===== config.mk =====
export PLATFORM = sky130hd
export DESIGN_NAME = matrix_write_arbiter
export DESIGN_NICKNAME = d
export VERILOG_FILES = /design/src/rtl/matrix_arb_pkg.sv /design/src/rtl/arb_watchdog.sv /design/src/rtl/matrix_write_arbiter.sv
export SDC_FILE = /design/constraint.sdc
export NUM_CORES = 1
export LEC_CHECK = 0
export CORE_MARGIN = 4
export CORE_UTILIZATION = 34
export DETAILED_ROUTE_END_ITERATION = 8
export GPL_TIMING_DRIVEN = 0
export PLACE_DENSITY = 0.8
export SLEW_MARGIN = 20
export SYNTH_ARGS = -nofsm -noshare
export SYNTH_HDL_FRONTEND = slang
export SYNTH_SLANG_ARGS = --single-unit

===== constraint.sdc =====
create_clock -name clk -period 2.2 [get_ports clk]
set_input_delay 0.66 -clock clk [delete_from_list [all_inputs] [get_ports clk]]
set_output_delay 0.66 -clock clk [all_outputs]
set_load 0.005 [all_outputs]

===== src/rtl/matrix_arb_pkg.sv =====
// rtl/matrix_arb_pkg.sv - shared state type, requester indices and default widths for the matrix write arbiter
package matrix_arb_pkg;

  typedef enum logic [2:0] {
    S_IDLE,
    S_REQUEST,
    S_STREAM,
    S_DONE,
    S_ABORT
  } arb_state_t;

  localparam int REQ_INPUT     = 0;
  localparam int REQ_GENERATOR = 1;
  localparam int REQ_COMPUTE   = 2;

  localparam int DEF_N_REQ          = 3;
  localparam int DEF_DATA_WIDTH     = 32;
  localparam int DEF_TIMEOUT_CYCLES = 25_000_000;
  localparam int MATRIX_ID_W        = 3;
  localparam int DIM_W              = 8;

endpackage


===== src/rtl/arb_watchdog.sv =====
// rtl/arb_watchdog.sv - reloadable down-counter that flags expiry when it reaches zero
module arb_watchdog
  import matrix_arb_pkg::*;
#(
  parameter int TIMEOUT_CYCLES = DEF_TIMEOUT_CYCLES
) (
  input  logic clk,
  input  logic rst,
  input  logic load,
  input  logic enable,
  output logic expired
);

  localparam int            TW     = $clog2(TIMEOUT_CYCLES + 1);
  localparam logic [TW-1:0] RELOAD = TW'(TIMEOUT_CYCLES);

  logic [TW-1:0] r_count;

  // Counter parks at zero so expiry stays asserted until the next load
  always_ff @(posedge clk or posedge rst) begin
    if (rst) begin
      r_count <= RELOAD;
    end else if (load) begin
      r_count <= RELOAD;
    end else if (enable && r_count != '0) begin
      r_count <= r_count - TW'(1);
    end
  end

  assign expired = (r_count == '0);

endmodule


===== src/rtl/matrix_write_arbiter.sv =====
// rtl/matrix_write_arbiter.sv - round-robin arbiter granting one requester at a time access to the matrix storage writer
module matrix_write_arbiter
  import matrix_arb_pkg::*;
#(
  parameter int N_REQ          = DEF_N_REQ,
  parameter int DATA_WIDTH     = DEF_DATA_WIDTH,
  parameter int TIMEOUT_CYCLES = DEF_TIMEOUT_CYCLES
) (
  input  logic                                  clk,
  input  logic                                  rst,
  input  logic [N_REQ-1:0]                      req,
  input  logic [N_REQ-1:0][MATRIX_ID_W-1:0]     req_matrix_id,
  input  logic [N_REQ-1:0][DIM_W-1:0]           req_rows,
  input  logic [N_REQ-1:0][DIM_W-1:0]           req_cols,
  input  logic [N_REQ-1:0][DATA_WIDTH-1:0]      req_data,
  input  logic [N_REQ-1:0]                      req_data_valid,
  output logic [N_REQ-1:0]                      grant,
  output logic [N_REQ-1:0]                      req_done,
  output logic [N_REQ-1:0]                      req_abort,
  output logic                                  write_request,
  input  logic                                  write_ready,
  output logic [MATRIX_ID_W-1:0]                matrix_id,
  output logic [DIM_W-1:0]                      actual_rows,
  output logic [DIM_W-1:0]                      actual_cols,
  output logic [DATA_WIDTH-1:0]                 data_in,
  output logic                                  data_valid,
  input  logic                                  write_done,
  output logic                                  busy
);

  localparam int               IDX_W   = (N_REQ > 1) ? $clog2(N_REQ) : 1;
  localparam logic [N_REQ-1:0] ONE_HOT = N_REQ'(1);

  arb_state_t       r_state;
  logic [IDX_W-1:0] r_owner;
  logic [IDX_W-1:0] r_rr_ptr;
  logic [N_REQ-1:0] r_grant;

  logic             w_active;
  logic             w_stream;
  logic             w_load;
  logic             w_expired;
  logic             w_win_found;
  logic [IDX_W-1:0] w_win_idx;
  logic [IDX_W-1:0] w_cand;
  int               w_sum;

  function automatic logic [IDX_W-1:0] next_idx(input logic [IDX_W-1:0] idx);
    if (int'(idx) == N_REQ - 1) return '0;
    return idx + IDX_W'(1);
  endfunction

  // Scan offsets from the far end so the requester closest to rr_ptr wins
  always_comb begin
    w_sum       = 0;
    w_cand      = '0;
    w_win_found = 1'b0;
    w_win_idx   = r_rr_ptr;
    for (int k = N_REQ - 1; k >= 0; k--) begin
      w_sum = int'(r_rr_ptr) + k;
      if (w_sum >= N_REQ) w_sum = w_sum - N_REQ;
      w_cand = IDX_W'(w_sum);
      if (req[w_cand]) begin
        w_win_found = 1'b1;
        w_win_idx   = w_cand;
      end
    end
  end

  assign w_active = (r_state == S_REQUEST) || (r_state == S_STREAM);
  assign w_stream = (r_state == S_STREAM);
  assign w_load   = !w_active
                  || ((r_state == S_REQUEST) && write_ready)
                  || (w_stream && req_data_valid[r_owner]);

  arb_watchdog #(
    .TIMEOUT_CYCLES(TIMEOUT_CYCLES)
  ) u_watchdog (
    .clk    (clk),
    .rst    (rst),
    .load   (w_load),
    .enable (w_active),
    .expired(w_expired)
  );

  always_ff @(posedge clk or posedge rst) begin
    if (rst) begin
      r_state  <= S_IDLE;
      r_owner  <= '0;
      r_rr_ptr <= '0;
      r_grant  <= '0;
    end else begin
      case (r_state)
        S_IDLE: begin
          if (w_win_found) begin
            r_owner <= w_win_idx;
            r_grant <= ONE_HOT << w_win_idx;
            r_state <= S_REQUEST;
          end
        end
        S_REQUEST: begin
          // A withdrawn request ends quietly and keeps the rotation where it was
          if (!req[r_owner]) begin
            r_grant <= '0;
            r_state <= S_IDLE;
          end else if (write_ready) begin
            r_state <= S_STREAM;
          end else if (w_expired) begin
            r_state <= S_ABORT;
          end
        end
        S_STREAM: begin
          if (write_done) begin
            r_state <= S_DONE;
          end else if (w_expired || !req[r_owner]) begin
            r_state <= S_ABORT;
          end
        end
        S_DONE, S_ABORT: begin
          r_rr_ptr <= next_idx(r_owner);
          r_grant  <= '0;
          r_state  <= S_IDLE;
        end
        default: r_state <= S_IDLE;
      endcase
    end
  end

  assign grant         = r_grant;
  assign busy          = (r_state != S_IDLE);
  assign write_request = (r_state == S_REQUEST);
  assign req_done      = (r_state == S_DONE)  ? r_grant : '0;
  assign req_abort     = (r_state == S_ABORT) ? r_grant : '0;
  assign matrix_id     = w_active ? req_matrix_id[r_owner] : '0;
  assign actual_rows   = w_active ? req_rows[r_owner]      : '0;
  assign actual_cols   = w_active ? req_cols[r_owner]      : '0;
  assign data_in       = w_stream ? req_data[r_owner]      : '0;
  assign data_valid    = w_stream && req_data_valid[r_owner];

endmodule


== Yosys cells after proc, flatten, opt, wreduce, memory -nomap -nowiden ==
Cells that the tools add are included.

* Input port bits: 163
* Word-level logic and storage cells: 97
* Bits in registers: 35
* Output and inout bits: 63

* $lt $le $gt $ge: 7
* Equal/unequal tests: 9
* Shift operators: 1
* Reduce and logical (&&, ||, !) cells: 19
* Multiplexer cells: 49
* Add/sub/neg operators: 7

{| class="wikitable"
|+ Operators with widths
! cell !! count
|-
| $bmux 32 s2 || 1
|-
| $mux 32 || 2
|-
| $mux 25 || 2
|-
| $mux 3 || 12
|-
| $bmux 8 s2 || 2
|-
| $mux 8 || 4
|-
| $logic_not 25->1 || 1
|-
| $reduce_bool 25->1 || 1
|-
| $sub 25x1->25 const B || 1
|-
| $pmux 3 s3 || 2
|-
| $mux 2 || 8
|-
| $lt 2x3->1 const B || 4
|-
| $bmux 1 s2 || 5
|-
| $mux 1 || 10
|-
| $bmux 3 s2 || 1
|-
| $eq 3x2->1 const B || 2
|-
| $ge 3x2->1 const B || 2
|-
| $reduce_and 3->1 || 2
|-
| $reduce_bool 3->1 || 2
|-
| $sub 2x2->2 const B || 3
|-
| $logic_or 1x1->1 || 4
|-
| $ne 2x2->1 const B || 2
|-
| $ne 4x4->1 const B || 1
|-
| $add 2x1->3 const B || 1
|-
| 14 further kinds || 17
|}

== Longest topological paths before layout ==
* Depth after elaboration: 11
* Mapped depth: 8

== By module ==
From an unflattened synthesis, not the netlist that was laid out.

* Cells, all modules: 493
* Area total of the unflattened synthesis: 3666.0 um^2

{| class="wikitable"
|+ By module, submodules not included
! module !! cells each !! area an instance (um^2) !! instances
|-
| matrix_write_arbiter || 333 || 2150.8 || 1
|-
| arb_watchdog || 160 || 1515.2 || 1
|}

== Worst setup path after synthesis ==
No wires, ideal clock.

* Path type: reg2reg
* Start: register r_rr_ptr[0]
* End: register r_grant[0] (netlist: grant[0])
* Period minus slack after synthesis: 2.336 ns
* Arrival time: 2.270 ns
* Stages on the path, launching flop included: 9
* Slack: -0.136 ns
* Buffers on the path: 1
* Cells stage by stage: dfrtp_1 inv_1 ha_1 clkbuf_1 o32a_1 nor2_1 a2111oi_1 and3_1 a22o_1

* Word-level cells in the longest chain between the ends: 11
* Elaborated cells on any way between the ends: 28
* Those cells by class: add/sub (5); order compare (3); eq/ne (1); shift (1); mux (17); reduce/logical (1)

{| class="wikitable"
|+ Ends and longest elaborated chain
! element !! line !! text
|-
| start, declared || matrix_write_arbiter.sv:36 || <nowiki>logic [IDX_W-1:0] r_rr_ptr;</nowiki>
|-
| start signal, assigned || matrix_write_arbiter.sv:120 || <nowiki>r_rr_ptr <= next_idx(r_owner);</nowiki>
|-
| $add 2x2->3 || matrix_write_arbiter.sv:60 || <nowiki>w_sum = int'(r_rr_ptr) + k;</nowiki>
|-
| $ge 3x2->1 / $sub 2x2->2 (equally long branches) || matrix_write_arbiter.sv:61 || <nowiki>if (w_sum >= N_REQ) w_sum = w_sum - N_REQ;</nowiki>
|-
| $mux 2 || matrix_write_arbiter.sv:61 ||
|-
| $bmux 1 s2 || matrix_write_arbiter.sv:63 || <nowiki>if (req[w_cand]) begin</nowiki>
|-
| $mux 1 (not written as such) || matrix_write_arbiter.sv:63 ||
|-
| $mux 2 (3 in series) || matrix_write_arbiter.sv:63 ||
|-
| $shl 1x2->3 || matrix_write_arbiter.sv:97 || <nowiki>r_grant <= ONE_HOT << w_win_idx;</nowiki>
|-
| $mux 3 || matrix_write_arbiter.sv:95 || <nowiki>if (w_win_found) begin</nowiki>
|-
| $pmux 3 s3 || matrix_write_arbiter.sv:93 || <nowiki>case (r_state)</nowiki>
|-
| end signal, assigned || matrix_write_arbiter.sv:97 ||
|-
| end, declared || matrix_write_arbiter.sv:37 || <nowiki>logic [N_REQ-1:0] r_grant;</nowiki>
|}

Several ways; a longest one is shown, not always the timed one. The select of a mux whose other input is x is not followed.
A chain may end at the register's enable or synchronous reset.

== Worst setup path in the final report ==
* Start: register r_owner[1]
* End: output port data_in[21]

* Word-level cells in the longest chain between the ends: 3

{| class="wikitable"
|+ Ends and longest elaborated chain
! element !! line !! text
|-
| start, declared || matrix_write_arbiter.sv:35 || <nowiki>logic [IDX_W-1:0] r_owner;</nowiki>
|-
| start signal, assigned || matrix_write_arbiter.sv:96 || <nowiki>r_owner <= w_win_idx;</nowiki>
|-
| $bmux 32 s2 || matrix_write_arbiter.sv:137 || <nowiki>assign data_in = w_stream ? req_data[r_owner] : '0;</nowiki>
|-
| $mux 32 (not written as such) || matrix_write_arbiter.sv:137 ||
|-
| $mux 32 || matrix_write_arbiter.sv:137 ||
|-
| end, declared || matrix_write_arbiter.sv:25 || <nowiki>output logic [DATA_WIDTH-1:0] data_in,</nowiki>
|}

No other way between the ends. The select of a mux whose other input is x is not followed.

==> results.yml <==
synthesis:
  synth_seq_cells: 35
  ys_types: 61
  seq_area_frac_synth: 0.245
  ys_async_sr_fraction: 1.00
  synth_edf_count: 0
  postSynthAreaPerCell_um2: 7.48
  syn_inst: 487
  syn_area_um2: 3640
  ys_warn_count: 0
  syn_nets: 654
  synth_flop_cell: "dfrtp_1"
clocking:
  cts-root-buf: "clkbuf_8"
  cts_sinks: 35
  cts_htree_levels: 2
  clock_latency_ns: 0.30
  ctsHoldBuffers: 0
  cts_buffers: 5
  cts_tree: "done"
  clkSlewWorstSetupHoldPaths_ns: 0.07
  clock_path_buffers: 2
floorplan:
  ios: 226
  initial_utilization: 0.351
  core_um2: 10400
  die_h_um: 112
  dieArea_um2: 12400
  die_x_um: 112
  rows: 37
hold_path:
  hp-class: "reg -> reg"
  min_path_cells: 2
sta:
  tightest_slew_ns: 0.747
  hold_violations: 0
  max_freq_ghz: 0.400
  rsz0062_at_grt: "true"
  setup_ws_ns: -0.302
  finalCriticalPeriod_ns: 2.50
  skew_ns: 0.00439
  finalCritPeriodShare: 1.14
  slew_headroom: 0.501
  drv_slew: 0
  setup_violations: 81
worst_setup_path:
  cp-end-kind: "output port"
  max_stage_delay_ns: 0.43
  worstSetupPathType: "reg -> out"
  cp.required_ns: 1.54
  path_max_fanout: 7
  path_cells: "buf_8, nor2b_4, buf_8, buf_12, buf_12, a21oi_1, nor2_2, buf_2"
  reg2regPathDepth: 6
  crit_path_start_kind: "flop"
  arrival_ns: 1.84
  critPathSlowestCell: "dfrtp_1"
detailed_routing:
  via_per_inst: 5.69
  via_count: 5264
  wl_met3_um: 1580
  maxUsedRoutingLayer: "met5"
  drt-met1-wl_um: 6280
  drt_iter0_drc: 383
  wl_um: 19600
  ant_nets: 0
  detail_route.wl_per_cell_um: 21.1
  drt_first_pass_iters: 6
  dr_wl_met2_um: 10500
  drc: 0
job:
  maxCapViolCount: 0
global_routing:
  grt_pass1_wl_um: 26500
  overflow: 0
  grt_max_degree: 36
  grt_util_all_layers: 0.259
  grt_pass1_vias: 5258
  antenna_found_initial: 1
layout:
  areaGrowthSynthToFinish_pct: 111
  drive_above_1_share: 0.403
  utilization: 0.743
  layout_common_cells: "161 x clkdlybuf4s50_1, 90 x nor2_1, 46 x mux2i_1, 46 x a21oi_2"
  nets: 955
  final_common_cell: "clkdlybuf4s50_1"
  num_antenna_cells: 0
outcome:
  status: "finished, violations left"
  failed_checks: "negative setup slack"
place:
  port_buffers: 223
  hpwl_um: 11900
  globalplace.congestion: 0.897
  pre_cts_slack_ns: -1.03
power_and_ir_drop:
  p_total_w: 0.00827
  irDropWorstVdd_mv: 0.735
  p_leak_nw: 3.32
  powerDensity_nw_per_um2: 1070
logic make-up after synthesis:
family	Yosys count	share of synthesized area
xor+xnor	6	0.0144
compound gates	123	0.214
simple gates	213	0.302
fa+ha+maj	4	0.0137
mux	56	0.154
flops	35	0.245
buf+inv	50	0.0570
routing by layer:
metal	global-route usage	up-vias
met2	0.505	290
met3	0.0701	108
met4	0.117	2
met1	0.252	2522
li1	-	2342
met5	0	-
critical path: cells and delay by family, from the launching register on:
kind,cells,cell delay [ns]
flip-flops,1,0.43
AND/OR/NAND/NOR,2,0.28
buffers and inverters,5,0.74
AO/OA/AOI/OAI,1,0.08
worst paths after layout:
| check | start | endpoint | slack (ns) |
|---|---|---|---|
| max in group asynchronous | rst | u_watchdog.r_count[9] | 0.86 |
| min in group asynchronous | rst | grant[1] | 0.81 |
| hold reg to reg | u_watchdog.r_count[18] | u_watchdog.r_count[18] | 0.52 |
| hold / removal | u_watchdog.r_count[18] | u_watchdog.r_count[18] | 0.52 |
| setup reg to reg | u_watchdog.r_count[3] | u_watchdog.r_count[17] | -0.18 |
| setup / recovery | r_owner[1] | data_in[21] | -0.30 |
stage by stage:
step                cell area [um2]  hold WS (ns)  std cells  setup TNS (ns)
floorplan                      3670         0.490        487          -0.348
CTS                            7020         0.535        907          -10.64
global placement               6070         0.503        846          -58.21
detailed placement             6070         0.524        846          -59.94
finish                         7700         0.524        925          -13.52
global route                   7700         0.549        925          -18.75
layout make-up:
cell class / count / area [um2]
Sequential cell: 35 / 896
Multi-Input combinational cell: 403 / 3190
Buffer: 32 / 372
Fill cell: 685 / 2670
Timing Repair Buffer: 300 / 2930
Clock buffer: 8 / 100
Inverter: 11 / 41.3
Tap cell: 136 / 170
power breakdown:
part	internal, W	total, W	switching, W
sequential	0.000782	0.000922	0.000140
combinational	0.00349	0.00682	0.00334
clock	0.000286	0.000527	0.000242
timing repair:
| action | in CTS | in global routing |
|---|---|---|
| setup endpoints to repair | 92 | 92 |
| setup buffers | 51 | 17 |
| cloned | 7 | 5 |
| pin swaps | 66 | 58 |
| resized for setup | 386 | 117 |
sequential cells by signal, indices dropped and copies added (netlist names):
| register | flops |
|---|---|
| r_state | 3 |
| grant | 3 |
| r_owner | 2 |
| r_rr_ptr | 2 |
| u_watchdog.r_count | 25 |
cell usage after synthesis, types with 5 or more instances:
library cell	count	area, um2
a21oi_1	67	335
buf_1	16	60.1
clkbuf_1	17	63.8
dfrtp_1	23	576
dfstp_2	12	315
inv_1	11	41.3
mux2i_1	55	551
nand2_1	13	48.8
nand3_1	7	35.0
nand4_1	5	31.3
nor2_1	122	458
nor2b_1	5	31.3
nor3_1	7	35.0
o21ai_0	17	85.1
o31ai_1	8	60.1
or3_1	9	56.3
or4_1	7	52.6
Note: power is estimated with default switching activity, not from simulation.
